==> src/rtl/cpu_mc_if.sv <==
// rtl/cpu_mc_if.sv - fetch, load, halt and status bus between cpu_mc and its surroundings
interface cpu_mc_if #(
  parameter int WIDTH = 16,
  parameter int AW    = 16
);
  logic [AW-1:0]      pc;
  logic               ins_req;
  logic [15:0]        ins;
  logic               ins_valid;
  logic               load_signal;
  logic [WIDTH-1:0]   load_data;
  logic               sys_signal;
  logic               sys_ack;
  logic [3*WIDTH-1:0] sysregs;
  logic [2:0]         flags;

  modport master (
    output pc, ins_req, sys_signal, sysregs, flags,
    input  ins, ins_valid, load_signal, load_data, sys_ack
  );

  modport slave (
    input  pc, ins_req, sys_signal, sysregs, flags,
    output ins, ins_valid, load_signal, load_data, sys_ack
  );
endinterface

==> src/rtl/cpu_mc.sv <==
// rtl/cpu_mc.sv - multi-cycle 4/4/4/4 cpu with fetch handshake, flags and acknowledged SYS halt
module cpu_mc #(
  parameter int WIDTH = 16,
  parameter int AW    = 16
) (
  input  logic      clk,
  input  logic      clear,
  cpu_mc_if.master  bus
);
  localparam logic [1:0] S_FETCH = 2'd0;
  localparam logic [1:0] S_EXEC  = 2'd1;
  localparam logic [1:0] S_HALT  = 2'd2;

  logic [1:0]       state_q, state_d;
  logic             run_q, run_d;
  logic [AW-1:0]    pc_q, pc_d;
  logic [15:0]      ir_q, ir_d;
  logic [2:0]       flags_q, flags_d;
  logic [WIDTH-1:0] regs_q [1:14];
  logic [WIDTH-1:0] regs_d [1:14];

  logic [3:0]       op, d_idx, s1_idx, s2_idx;
  logic [WIDTH-1:0] d_val, s1_val, s2_val, result;
  logic             carry, wr_en, flag_en, jump, is_call;
  logic [AW-1:0]    pc_inc, target;

  assign op     = ir_q[15:12];
  assign d_idx  = ir_q[11:8];
  assign s1_idx = ir_q[7:4];
  assign s2_idx = ir_q[3:0];
  assign pc_inc = pc_q + AW'(1);

  // run_q holds off the first fetch until one clock after clear is released
  assign bus.ins_req    = (state_q == S_FETCH) && run_q;
  assign bus.sys_signal = (state_q == S_HALT);
  assign bus.pc         = pc_q;
  assign bus.flags      = flags_q;
  assign bus.sysregs    = {regs_q[3], regs_q[2], regs_q[1]};

  // register-file reads: r0 is zero, r15 mirrors the pc
  always_comb begin
    d_val  = '0;
    s1_val = '0;
    s2_val = '0;
    if (d_idx == 4'd15)  d_val  = WIDTH'(pc_q);
    if (s1_idx == 4'd15) s1_val = WIDTH'(pc_q);
    if (s2_idx == 4'd15) s2_val = WIDTH'(pc_q);
    for (int i = 1; i <= 14; i++) begin
      if (d_idx == 4'(i))  d_val  = regs_q[i];
      if (s1_idx == 4'(i)) s1_val = regs_q[i];
      if (s2_idx == 4'(i)) s2_val = regs_q[i];
    end
  end

  // decode and ALU for the instruction held in the IR
  always_comb begin
    result  = '0;
    carry   = 1'b0;
    wr_en   = 1'b0;
    flag_en = 1'b0;
    jump    = 1'b0;
    is_call = 1'b0;
    target  = s1_val[AW-1:0];
    case (op)
      4'h1: begin {carry, result} = {1'b0, s1_val} + {1'b0, s2_val}; wr_en = 1'b1; flag_en = 1'b1; end
      4'h2: begin result = s1_val - s2_val; carry = (s1_val >= s2_val); wr_en = 1'b1; flag_en = 1'b1; end
      4'h3: begin result = s1_val & s2_val; wr_en = 1'b1; flag_en = 1'b1; end
      4'h4: begin result = s1_val | s2_val; wr_en = 1'b1; flag_en = 1'b1; end
      4'h5: begin result = s1_val ^ s2_val; wr_en = 1'b1; flag_en = 1'b1; end
      4'h6: begin {carry, result} = {1'b0, s1_val} << s2_val[4:0]; wr_en = 1'b1; flag_en = 1'b1; end
      4'h7: begin {result, carry} = {s1_val, 1'b0} >> s2_val[4:0]; wr_en = 1'b1; flag_en = 1'b1; end
      4'h8: begin result = WIDTH'(s1_val < s2_val); wr_en = 1'b1; flag_en = 1'b1; end
      4'h9: begin result = s1_val; wr_en = 1'b1; end
      4'hA: jump = (s2_val == '0);
      4'hB: jump = (s2_val != '0);
      4'hC: begin jump = 1'b1; is_call = 1'b1; end
      4'hE: begin result = WIDTH'(ir_q[7:0]); wr_en = 1'b1; end
      4'hF: begin result = {d_val[WIDTH-9:0], ir_q[7:0]}; wr_en = 1'b1; end
      default: ;
    endcase
    // a register write aimed at r15 is a jump to the written value
    if (wr_en && d_idx == 4'd15) begin
      jump   = 1'b1;
      target = result[AW-1:0];
    end
  end

  // next-state, pc, IR, flag and register-file updates
  always_comb begin
    state_d = state_q;
    run_d   = 1'b1;
    pc_d    = pc_q;
    ir_d    = ir_q;
    flags_d = flags_q;
    regs_d  = regs_q;
    case (state_q)
      S_FETCH: if (run_q && bus.ins_valid) begin
        ir_d    = bus.ins;
        state_d = S_EXEC;
      end
      S_EXEC: begin
        pc_d    = jump ? target : pc_inc;
        state_d = (op == 4'hD) ? S_HALT : S_FETCH;
        if (flag_en) flags_d = {result[WIDTH-1], carry, (result == '0)};
        for (int i = 1; i <= 14; i++) begin
          if (wr_en && d_idx == 4'(i)) regs_d[i] = result;
        end
        if (is_call) regs_d[4] = WIDTH'(pc_inc);
      end
      S_HALT: if (bus.sys_ack) state_d = S_FETCH;
      default: state_d = S_FETCH;
    endcase
    // the external loader overrides any same-cycle write to r3
    if (bus.load_signal) regs_d[3] = bus.load_data;
  end

  // state registers with asynchronous clear
  always_ff @(posedge clk or posedge clear) begin
    if (clear) begin
      state_q <= S_FETCH;
      run_q   <= 1'b0;
      pc_q    <= '0;
      ir_q    <= '0;
      flags_q <= '0;
      for (int i = 1; i <= 14; i++) regs_q[i] <= '0;
    end else begin
      state_q <= state_d;
      run_q   <= run_d;
      pc_q    <= pc_d;
      ir_q    <= ir_d;
      flags_q <= flags_d;
      for (int i = 1; i <= 14; i++) regs_q[i] <= regs_d[i];
    end
  end
endmodule
==> src/flat_wrapper.sv <==
// flat-port wrapper written by rule: the top's interface ports become plain ports
module cpu_mc_flat 
#(
  parameter int WIDTH = 16,
  parameter int AW    = 16
)
  (clk, clear, bus_pc, bus_ins_req, bus_sys_signal, bus_sysregs, bus_flags, bus_ins, bus_ins_valid, bus_load_signal, bus_load_data, bus_sys_ack);
  cpu_mc_if #(.WIDTH(WIDTH), .AW(AW)) bus_i ();
  input  logic clk;
  input  logic clear;
  output wire logic [$bits(bus_i.pc)-1:0] bus_pc;
  output wire logic [$bits(bus_i.ins_req)-1:0] bus_ins_req;
  output wire logic [$bits(bus_i.sys_signal)-1:0] bus_sys_signal;
  output wire logic [$bits(bus_i.sysregs)-1:0] bus_sysregs;
  output wire logic [$bits(bus_i.flags)-1:0] bus_flags;
  input wire logic [$bits(bus_i.ins)-1:0] bus_ins;
  input wire logic [$bits(bus_i.ins_valid)-1:0] bus_ins_valid;
  input wire logic [$bits(bus_i.load_signal)-1:0] bus_load_signal;
  input wire logic [$bits(bus_i.load_data)-1:0] bus_load_data;
  input wire logic [$bits(bus_i.sys_ack)-1:0] bus_sys_ack;
  assign bus_pc = bus_i.pc;
  assign bus_ins_req = bus_i.ins_req;
  assign bus_sys_signal = bus_i.sys_signal;
  assign bus_sysregs = bus_i.sysregs;
  assign bus_flags = bus_i.flags;
  assign bus_i.ins = bus_ins;
  assign bus_i.ins_valid = bus_ins_valid;
  assign bus_i.load_signal = bus_load_signal;
  assign bus_i.load_data = bus_load_data;
  assign bus_i.sys_ack = bus_sys_ack;
  cpu_mc #(.WIDTH(WIDTH), .AW(AW)) u_core (.clk(clk), .clear(clear), .bus(bus_i));
endmodule
==> config.mk <==
export PLATFORM = sky130hd
export DESIGN_NAME = cpu_mc_flat
export DESIGN_NICKNAME = d
export VERILOG_FILES = /design/src/rtl/cpu_mc_if.sv /design/src/rtl/cpu_mc.sv /design/src/flat_wrapper.sv
export SDC_FILE = /design/constraint.sdc
export NUM_CORES = 1
export LEC_CHECK = 0
export ABC_CLOCK_PERIOD_IN_PS = 13650
export CAP_MARGIN = 5
export CORE_MARGIN = 2
export CORE_UTILIZATION = 35
export CTS_CLUSTER_SIZE = 10
export DETAILED_ROUTE_END_ITERATION = 7
export GPL_TIMING_DRIVEN = 1
export PLACE_DENSITY = 0.57
export RECOVER_POWER = 100
export REMOVE_ABC_BUFFERS = 1
export SLEW_MARGIN = 10
export SYNTH_ARGS = -nofsm -noshare
export SYNTH_HDL_FRONTEND = slang
export SYNTH_SLANG_ARGS = --single-unit
export TNS_END_PERCENT = 1
==> constraint.sdc <==
create_clock -name clk -period 13.65 [get_ports clk]
set_clock_uncertainty 0.15 [all_clocks]
set_input_delay 2.73 -clock clk [delete_from_list [all_inputs] [get_ports clk]]
set_output_delay 2.73 -clock clk [all_outputs]
set_load 0.1 [all_outputs]
==> reports/metrics.csv <==
metric,value,unit
run status,"complete, but fails checks",
failing checks,"DRC, capacitance limit, slew limit",
setup_tns,0,ns
worst hold path class,flop to flop,
DRT iter0 DRCs,3875,
syn_area_per_cell,7.85,um2
Highest Clock Rate,93.6,MHz
WL final,119,mm
CP cell instances,"buf_4, clkinv_1, a211oi_1, a2111oi_0, a31oi_1, ha_1, o21a_1, a2111oi_0, nor2_1, a211oi_1, o21ai_0, a21oi_1, nor4b_1, and3_1, nand4_1, or3_1, o21ai_0",
Placement Cell Area,0.0232,mm2
CP Launch Type,flop,
critical path buffer and inverter count,2,
worst slew pin tran,5.77,ns
Required @ worst endpoint,13.97,ns
pin count of the biggest net entering global routing,128,
vias in the first global route,22248,
Core Box Area,0.0618,mm2
hpwl dp,85.7,mm
"Period Utilization, post-route",0.782,
Yosys cell types,109,
ANT nets after route,0,
Placed Cells,3516,
power per cell area,242,mW/mm2
pre-CTS WS,5.71,ns
Initial Util,0.355,
Final Instance Count excl. Fillers,3568,
first-pass GRT wire length,169,mm
Fin. Hold Viols,0,
routed vias/inst,6.64,
CTS sink cnt,262,
initial antenna violation count,3,
number of synthesized flops with an enable pin,0,
Hold Worst Slack,0.333,ns
"delay-heaviest family, CP",simple AND/OR/NAND/NOR gates,
DR pass1 iterations,8,
chip width,254,um
CTS Buf Count,34,
# Max-Cap Violations,5,
Post-CTS Setup Repair Bufs,0,
layout cells sized above 1,0.0861,
post-synthesis sequential area ratio,0.299,
Slew Limit Fails,254,
worst-case clock buffer depth,3,
final net count,2811,
P&R area growth vs syn,10.3,%
Async SR Flop Fraction,1.00,
Yosys reg bits,262,
die height,254,um
routed via count,23705,
post-synthesis cell area,0.0219,mm2
Total GRT Usage,0.364,
Root Buffer,clkbuf_16,
worst vdd ir,0.189,mV
number of buffers inserted by hold repair at cts,0,
Final Cell Area,0.0242,mm2
slew margin rel.,-2.87,
endpoints failing setup,0,
setup slack after layout,2.97,ns
# resized after CTS,0,
GR Overflow Total,0,
Skew-Pair Late Insertion Delay,0.58,ns
I/O pins,106,
"Warnings, synthesis",0,
DR WL/cell,33.4,um
GP Congestion,1.03,
Cells after Synth,2793,
port bufs,105,
minimum clock period,10.68,ns
clock slew at reported path FFs,0.07,ns
Crit-path slowest cell,nor4b_1,
CP max FO,63,
crit path DAT,11.00,ns
Residual DRC,3,
unrepaired setup endpoints after global routing,false,
Pleak,0.00963,uW
critical path type,flop to flop,
TritonCTS clock tree,done,
FP Rows,91,
Critical Path End Type,flop,
"Largest stage delay, worst path",2.49,ns
CTS H-tree depth,2,
predominant post-synthesis flop cell,dfrtp_1,
Die ar.,0.0647,mm2
==> power breakdown <==
| group | switching, uW | total, uW | internal [uW] |
|---|---|---|---|
| logic | 2420 | 3360 | 938 |
| clock network | 366 | 928 | 563 |
| registers | 542 | 1570 | 1030 |
| total | 3330 | 5860 | 2530 |
==> registers in the layout, indices dropped and copies added, names as in the netlist <==
| name | cells |
|---|---|
| u_core.state_q | 2 |
| u_core.run_q | 1 |
| u_core.bus.flags | 3 |
| u_core.regs_q | 176 |
| u_core.bus.sysregs | 48 |
| u_core.ir_q | 16 |
| u_core.bus.pc | 16 |
==> synthesized netlist by cell type (all sizes together), types with 20 or more instances <==
master	count	area (um2)
and3	28	175
a221oi	26	234
nand3b	33	260
a22o	20	175
clkbuf	149	561
a22oi	47	358
nor2b	41	257
nand3	44	220
a32oi	24	218
mux2i	104	1040
nand2b	34	213
a21oi	186	935
nor2	179	679
nand2	385	1450
nor3	65	330
dfrtp	262	6560
o22ai	42	269
mux2	34	383
a31oi	40	272
o21ai	375	1880
ha	56	701
buf	156	1020
inv	73	274
a211oi	31	233
o221ai	23	226
==> worst reg2reg max path: stages (launching register included) <==
cell       delay, ns
dfrtp_1         1.92
buf_4           0.78
clkinv_1        0.70
a211oi_1        0.41
a2111oi_0       0.11
a31oi_1         0.98
ha_1            0.46
o21a_1          0.20
a2111oi_0       0.16
nor2_1          0.27
a211oi_1        0.21
o21ai_0         0.48
a21oi_1         0.22
nor4b_1         2.49
and3_1          0.43
nand4_1         0.10
or3_1           0.36
o21ai_0         0.16
==> cell families (layout without fill, tap and decap cells) <==
logic type	count (synthesis)	in the layout	share of synthesized area
xor+xnor	16	16	0.00639
flops	262	262	0.299
mux	147	147	0.0743
buf+inv	380	316	0.0851
compound gates	1021	1021	0.303
other cells	1	3	0.000171
fa+ha+maj	58	58	0.0338
simple gates	908	908	0.199
==> final cells by class <==
cell class              instances  area (um2)
multi-input cells            2151       13500
fillers                      6347       37600
flip-flops and latches        262        6570
diodes                          2        5.00
clock inverters                 8         184
clock buffers                  41         907
well taps                     837        1050
inverters                      75         283
repair buffers                192        1670
==> layout by cell type (no fill, tap or decap), types with 25 or more instances in the layout <==
master	Yosys	layout
nand2_1	384	380
o21ai_0	359	367
dfrtp_1	262	254
a21oi_1	185	185
nor2_1	178	176
mux2i_1	103	103
buf_4	72	75
dlygate4sd3_1	0	72
inv_1	68	67
nor3_1	64	61
ha_1	56	56
a22oi_1	46	46
o22ai_1	41	41
nand3_1	44	40
a31oi_1	38	40
nor2b_1	41	39
nand2b_1	34	34
clkbuf_16	0	34
nand3b_1	32	32
mux2_2	32	32
clkdlybuf4s50_1	0	32
a211oi_1	31	31
and3_1	28	28
a221oi_1	25	25
==> per-layer routing <==
| metal | GRT usage | part of all wire | wire length, um | vias to the layer above |
|---|---|---|---|---|
| met5 | 0 | 0.00012 | 14 | - |
| met4 | 0.175 | 0.056 | 6670 | 2 |
| met3 | 0.0974 | 0.12 | 13900 | 334 |
| met2 | 0.515 | 0.41 | 48400 | 1627 |
| met1 | 0.511 | 0.42 | 50300 | 11692 |
| li1 | - | - | - | 10050 |
==> final timing paths <==
check / startpoint / to / slack, ns / cells past startpoint
worst max-delay path: u_core.ir_q[5]$_DFFE_PP0P_ / u_core.bus.flags[0]$_DFFE_PP0P_ / 2.97 / 17
worst min-delay path: u_core.regs_q[126]$_DFFE_PP0P_ / u_core.regs_q[126]$_DFFE_PP0P_ / 0.33 / 2
worst max register to register: u_core.ir_q[5]$_DFFE_PP0P_ / u_core.bus.flags[0]$_DFFE_PP0P_ / 2.97 / 17
worst min register to register: u_core.regs_q[126]$_DFFE_PP0P_ / u_core.regs_q[126]$_DFFE_PP0P_ / 0.33 / 2
max in group asynchronous: clear / u_core.regs_q[166]$_DFFE_PP0P_ / 5.45 / 4
min in group asynchronous: clear / u_core.regs_q[72]$_DFFE_PP0P_ / 4.23 / 2
==> per-stage QoR <==
step	power, uW	utilization
4_1_cts	5790	0.393
2_1_floorplan	3370	-
3_3_place_gp	4860	0.375
5_1_grt	6070	0.391
3_5_place_dp	4850	0.375
6_report	5860	0.391
No activity file was read; power rests on OpenSTA's default activity.
